### src/rtl/proc_program_feeder.sv
`default_nettype none
// ============================================================================
// Module      : proc_program_feeder
// Description : Fetches instruction/immediate words from a synchronous program
//               ROM and issues them to the 9-bit bus processor, one per Done.
// Revision    : 1.0 - initial release
// ============================================================================
module proc_program_feeder #(
    parameter int ADDR_W  = 7,
    parameter int TIMEOUT = 15,
    parameter int CNT_W   = 16
) (
    input  logic              Clock,
    input  logic              Reset,
    input  logic              Start,
    input  logic              Done,
    output logic [ADDR_W-1:0] rom_addr,
    input  logic [8:0]        rom_data,
    output logic [8:0]        DIN,
    output logic              Run,
    output logic              Busy,
    output logic              Halted,
    output logic              Error,
    output logic [ADDR_W-1:0] pc,
    output logic [CNT_W-1:0]  instr_count
);

    localparam logic [2:0] c_OP_MVI  = 3'b001;
    localparam logic [2:0] c_OP_HALT = 3'b111;

    // Wide enough to hold TIMEOUT itself, reached when Done wins on the last cycle.
    localparam int               c_WD_W    = $clog2(TIMEOUT + 1);
    localparam logic [c_WD_W-1:0] c_WD_LAST = c_WD_W'(TIMEOUT - 1);

    typedef enum logic [3:0] {
        S_IDLE    = 4'd0,
        S_FETCH_I = 4'd1,
        S_LOAD_I  = 4'd2,
        S_FETCH_D = 4'd3,
        S_LOAD_D  = 4'd4,
        S_ISSUE   = 4'd5,
        S_IMM     = 4'd6,
        S_WAIT    = 4'd7,
        S_HALT    = 4'd8,
        S_ERROR   = 4'd9
    } state_t;

    state_t              r_state;
    state_t              w_state_nxt;
    logic [ADDR_W-1:0]   r_pc;
    logic [ADDR_W-1:0]   w_pc_nxt;
    logic [ADDR_W-1:0]   r_rom_addr;
    logic [8:0]          r_instr;
    logic [8:0]          w_instr_nxt;
    logic [8:0]          r_imm;
    logic [8:0]          r_din;
    logic [8:0]          w_din_nxt;
    logic                r_run;
    logic                r_busy;
    logic                r_halted;
    logic                r_error;
    logic [CNT_W-1:0]    r_cnt;
    logic [c_WD_W-1:0]   r_wd;
    logic                w_restart;
    logic                w_rom_is_mvi;
    logic                w_rom_is_halt;
    logic                w_q_is_mvi;

    assign w_rom_is_mvi  = (rom_data[8:6] == c_OP_MVI);
    assign w_rom_is_halt = (rom_data[8:6] == c_OP_HALT);
    assign w_q_is_mvi    = (r_instr[8:6] == c_OP_MVI);
    assign w_instr_nxt   = (r_state == S_LOAD_I) ? rom_data : r_instr;

    always_comb begin
        w_state_nxt = r_state;
        w_pc_nxt    = r_pc;
        w_restart   = 1'b0;
        case (r_state)
            S_IDLE, S_HALT, S_ERROR: begin
                if (Start) begin
                    w_restart   = 1'b1;
                    w_pc_nxt    = '0;
                    w_state_nxt = S_FETCH_I;
                end
            end
            S_FETCH_I: w_state_nxt = S_LOAD_I;
            S_LOAD_I: begin
                if (w_rom_is_halt) begin
                    w_state_nxt = S_HALT;
                end else begin
                    w_pc_nxt    = r_pc + 1'b1;
                    w_state_nxt = w_rom_is_mvi ? S_FETCH_D : S_ISSUE;
                end
            end
            S_FETCH_D: w_state_nxt = S_LOAD_D;
            S_LOAD_D: begin
                w_pc_nxt    = r_pc + 1'b1;
                w_state_nxt = S_ISSUE;
            end
            // Done during ISSUE belongs to the previous instruction and is ignored.
            S_ISSUE: w_state_nxt = w_q_is_mvi ? S_IMM : S_WAIT;
            S_IMM:   w_state_nxt = Done ? S_FETCH_I : S_WAIT;
            S_WAIT: begin
                if (Done) begin
                    w_state_nxt = S_FETCH_I;
                end else if (r_wd == c_WD_LAST) begin
                    w_state_nxt = S_ERROR;
                end
            end
            default: w_state_nxt = S_IDLE;
        endcase
    end

    // Outputs are registered from the next state so they hold for the whole state.
    always_comb begin
        w_din_nxt = '0;
        case (w_state_nxt)
            S_ISSUE: w_din_nxt = w_instr_nxt;
            S_IMM:   w_din_nxt = r_imm;
            S_WAIT:  w_din_nxt = w_q_is_mvi ? r_imm : 9'd0;
            default: w_din_nxt = '0;
        endcase
    end

    always_ff @(posedge Clock) begin
        if (Reset) begin
            r_state    <= S_IDLE;
            r_pc       <= '0;
            r_rom_addr <= '0;
            r_instr    <= '0;
            r_imm      <= '0;
            r_din      <= '0;
            r_run      <= 1'b0;
            r_busy     <= 1'b0;
            r_halted   <= 1'b0;
            r_error    <= 1'b0;
            r_cnt      <= '0;
            r_wd       <= '0;
        end else begin
            r_state <= w_state_nxt;
            r_pc    <= w_pc_nxt;
            r_instr <= w_instr_nxt;
            r_din   <= w_din_nxt;
            r_run   <= (w_state_nxt == S_ISSUE);
            r_busy  <= !((w_state_nxt == S_IDLE) || (w_state_nxt == S_HALT) ||
                         (w_state_nxt == S_ERROR));

            if ((w_state_nxt == S_FETCH_I) || (w_state_nxt == S_FETCH_D)) begin
                r_rom_addr <= w_pc_nxt;
            end

            if (r_state == S_LOAD_D) begin
                r_imm <= rom_data;
            end

            if (w_restart) begin
                r_halted <= 1'b0;
            end else if ((r_state == S_LOAD_I) && w_rom_is_halt) begin
                r_halted <= 1'b1;
            end

            if (w_restart) begin
                r_error <= 1'b0;
            end else if (w_state_nxt == S_ERROR) begin
                r_error <= 1'b1;
            end

            if (w_restart) begin
                r_cnt <= '0;
            end else if ((w_state_nxt == S_ISSUE) && (r_cnt != {CNT_W{1'b1}})) begin
                r_cnt <= r_cnt + 1'b1;
            end

            if (r_state == S_ISSUE) begin
                r_wd <= '0;
            end else if (r_state == S_WAIT) begin
                r_wd <= r_wd + 1'b1;
            end
        end
    end

    assign rom_addr    = r_rom_addr;
    assign DIN         = r_din;
    assign Run         = r_run;
    assign Busy        = r_busy;
    assign Halted      = r_halted;
    assign Error       = r_error;
    assign pc          = r_pc;
    assign instr_count = r_cnt;

endmodule
`default_nettype wire
### config.mk
export PLATFORM = sky130hd
export DESIGN_NAME = proc_program_feeder
export DESIGN_NICKNAME = d
export VERILOG_FILES = /design/src/rtl/proc_program_feeder.sv
export SDC_FILE = /design/constraint.sdc
export NUM_CORES = 1
export LEC_CHECK = 0
export BUFFER_PORTS_ARGS = -buffer_cell sky130_fd_sc_hd__buf_2
export CAP_MARGIN = 20
export CORE_MARGIN = 2
export CORE_UTILIZATION = 50
export DETAILED_ROUTE_END_ITERATION = 8
export PLACE_DENSITY = 0.75
export SETUP_SLACK_MARGIN = 0.4
export SLEW_MARGIN = 30
export SYNTH_ARGS = -nofsm -noshare
export SYNTH_HDL_FRONTEND = slang
export SYNTH_SLANG_ARGS = --single-unit
### constraint.sdc
create_clock -name Clock -period 2.4 [get_ports Clock]
set_input_delay 0.72 -clock Clock [delete_from_list [all_inputs] [get_ports Clock]]
set_output_delay 0.72 -clock Clock [all_outputs]
set_load 0.02 [all_outputs]
==> impl_metrics.json <==
{
  "netlist.area_leader.share_pct": 43.9,
  "layout_min_cycle_time_ps": 2110,
  "setup_tns_ps": 0,
  "power_mw": 3.69,
  "worst_setup_path_end_kind": "flop",
  "fin_worst_skew_ps": 8.89,
  "cts_max_level": 3,
  "wl_per_cell_um": 17.2,
  "ys_types": 57,
  "drive_gt1_share_pct": 37.0,
  "vias": 3066,
  "fp.coreArea_sq_um": 5990,
  "crit_fanout": 13,
  "via_per_inst": 5.98,
  "grt_pass1_vias": 2654,
  "synth-edff-count": 0,
  "drc": 0,
  "place_inst": 476,
  "area_growth_syn_to_layout_pct": 35.9,
  "fin_cells": 513,
  "antenna_found_initial": 0,
  "clock_path_buffers": 2,
  "setup_ws_ps": 289,
  "grt_pass1_wl_um": 12400,
  "synth.cell_area_sq_um": 3150,
  "ys_seq_area_share_pct": 43.9,
  "antennaDiodeCount": 0,
  "min_period_over_period_pct": 88.0,
  "rows": 28,
  "yosys.area.top_type": "dfxtp_1",
  "cts_root_buf": "clkbuf_8",
  "startpoint_type": "flop",
  "die_area_sq_um": 6940,
  "routed_wl_um": 8830,
  "stdcell_area_sq_um": 4280,
  "clock-sinks": 69,
  "initial_utilization_pct": 52.5,
  "grt_overflow": 0,
  "insertion_delay_ps": 350,
  "power.density_nw_per_um2": 862,
  "slew_violations": 0,
  "synth-seq-cells": 69,
  "grtUsageTotal_pct": 21.8,
  "critPathKind": "reg2reg",
  "peakVddDrop_uv": 536,
  "synthFlopType": "dfxtp_1",
  "syn_avg_cell_area_sq_um": 8.86,
  "hold_viol": 0,
  "tightest_slew_ps": 513,
  "syn-num-nets": 372,
  "synthTopCellsByArea": "dfxtp_1, a21oi_1, nor2_1",
  "port_buffers": 55,
  "ff2ff_setup_slack_ps": 290,
  "async_reset_ff_share_pct": 0,
  "cts.reportedPaths.clkPinSlew_ps": 80,
  "ant_nets": 0,
  "firstDrtPassIters": 4,
  "fp.dieW_um": 83.3,
  "post-route-util_pct": 71.4,
  "synthCells": 355,
  "relSlewSlack_pct": 65.8,
  "nNetsFinal": 450,
  "grt_max_degree": 27,
  "yosysWarnings": 0,
  "cts_tree": "yes",
  "grt_setup_unrepaired": "yes",
  "whs_ps": 456,
  "gp_congestion": 0.853,
  "die_h_um": 83.3,
  "place_ws_ps": 41.9,
  "crit_required_ps": 2690,
  "fmax_ghz": 0.474,
  "num_io_pins": 56,
  "crit_arrival_ps": 2400,
  "numCtsBuffers": 9,
  "setup_viol": 0,
  "maxCapViolCount": 0,
  "post_dp_cell_area_sq_um": 3610,
  "outcome": "complete, no violations",
  "dp_hpwl_um": 5200,
  "leakage_nw": 1.74,
  "drt-initial-drc-count": 164,
  "hp-class": "reg2reg"
}
-- sequential cells by signal (all words and copies together), names as in the netlist, 4 cells and up --
register,count
instr_count,16
DIN,9
r_imm,9
r_instr,9
pc,7
rom_addr,7
r_state,4
r_wd,4
-- per-layer routing --
metal,track usage (%),routed length [um]
met3,5.67,485
met4,8.05,200
met5,0,0
met1,27.4,3700
met2,35.8,4450
-- cell usage after synthesis (2+ instances only) --
cell and number:
dfxtp_1 69, a21oi_1 40, nor2_1 35, nand2_1 31, clkbuf_1 15, o2bb2ai_1 10, o31ai_1 10, or4_1 10
and2_1 9, and3_1 9, mux2i_1 9, nand4_1 8, a211oi_1 7, nand3_1 7, o21ai_0 7, buf_2 6
nor3_1 6, inv_1 5, a31o_2 4, ha_1 4, nand2b_1 4, o21ai_1 3, o21bai_1 3, a211oi_2 2
a21o_1 2, a311oi_1 2, a31oi_1 2, and4_1 2, nor2b_1 2, nor3b_1 2, o21a_1 2, or3_1 2
or4b_1 2
-- timing repair --
item	CTS	global route
setup endpoints to repair	30	32
buffers inserted	5	11
cloned	0	5
pin swaps	2	17
resized for setup	12	37
hold buffers	0	0
-- path summary, 6_finish.rpt --
path              startpoint             end  depth (start not counted)
setup reg to reg  r_state[3]  instr_count[3]                          6
hold / removal      r_imm[6]        r_imm[6]                          2
setup / recovery  r_state[3]  instr_count[3]                          6
hold reg to reg     r_imm[6]        r_imm[6]                          2
-- where the power goes --
group / leakage [nW] / total [mW] / internal (mW) / switching (mW)
Clock: 0.102 / 1.06 / 0.587 / 0.470
Combinational: 1.08 / 1.34 / 0.571 / 0.768
Sequential: 0.560 / 1.29 / 1.23 / 0.0570
-- critical path, stage by stage, from the launching register on --
cell	delay, ps
dfxtp_2	340
or4b_4	580
o32ai_4	170
o211ai_4	150
buf_12	170
or4_1	490
a21oi_1	150
-- area by class of cell --
type	instances	area, sq um
multi-input combinational	259	1940
timing repair buffer	88	611
inverter	6	22.5
clock buffer	9	124
clock inverter	7	100
sequential	69	1380
tap	75	93.8
fill	444	1720
-- placed cells by master (no fill, tap or decap), types with 4 or more instances in the layout --
cell | netlist | routed
dfxtp_1 | 69 | 67
o21ai_0 | 7 | 7
clkbuf_8 | 0 | 9
buf_6 | 1 | 6
a31o_2 | 4 | 4
and2_1 | 9 | 6
and3_1 | 9 | 7
ha_1 | 4 | 4
nor2_1 | 35 | 35
buf_2 | 6 | 56
a21oi_1 | 40 | 31
nand2_1 | 31 | 30
o2bb2ai_1 | 10 | 7
nand4_1 | 8 | 8
nand3_1 | 7 | 7
inv_1 | 5 | 5
a211oi_2 | 2 | 7
mux2i_1 | 9 | 9
buf_4 | 0 | 21
buf_12 | 0 | 4
o31ai_1 | 10 | 10
or4_1 | 10 | 9
nor3_1 | 6 | 4
a21oi_2 | 0 | 8
-- cell families after synthesis --
| group | share of synthesized area [%] |
|---|---|
| DFF | 43.9 |
| buffers and inverters | 3.94 |
| AOI/OAI and AO/OA | 24.1 |
| muxes | 2.86 |
| xor gates and xnor gates | 0.278 |
| and+or+nand+nor | 23.3 |
| adders and majority gates | 1.59 |
Note: power is estimated with default switching activity, not from simulation.
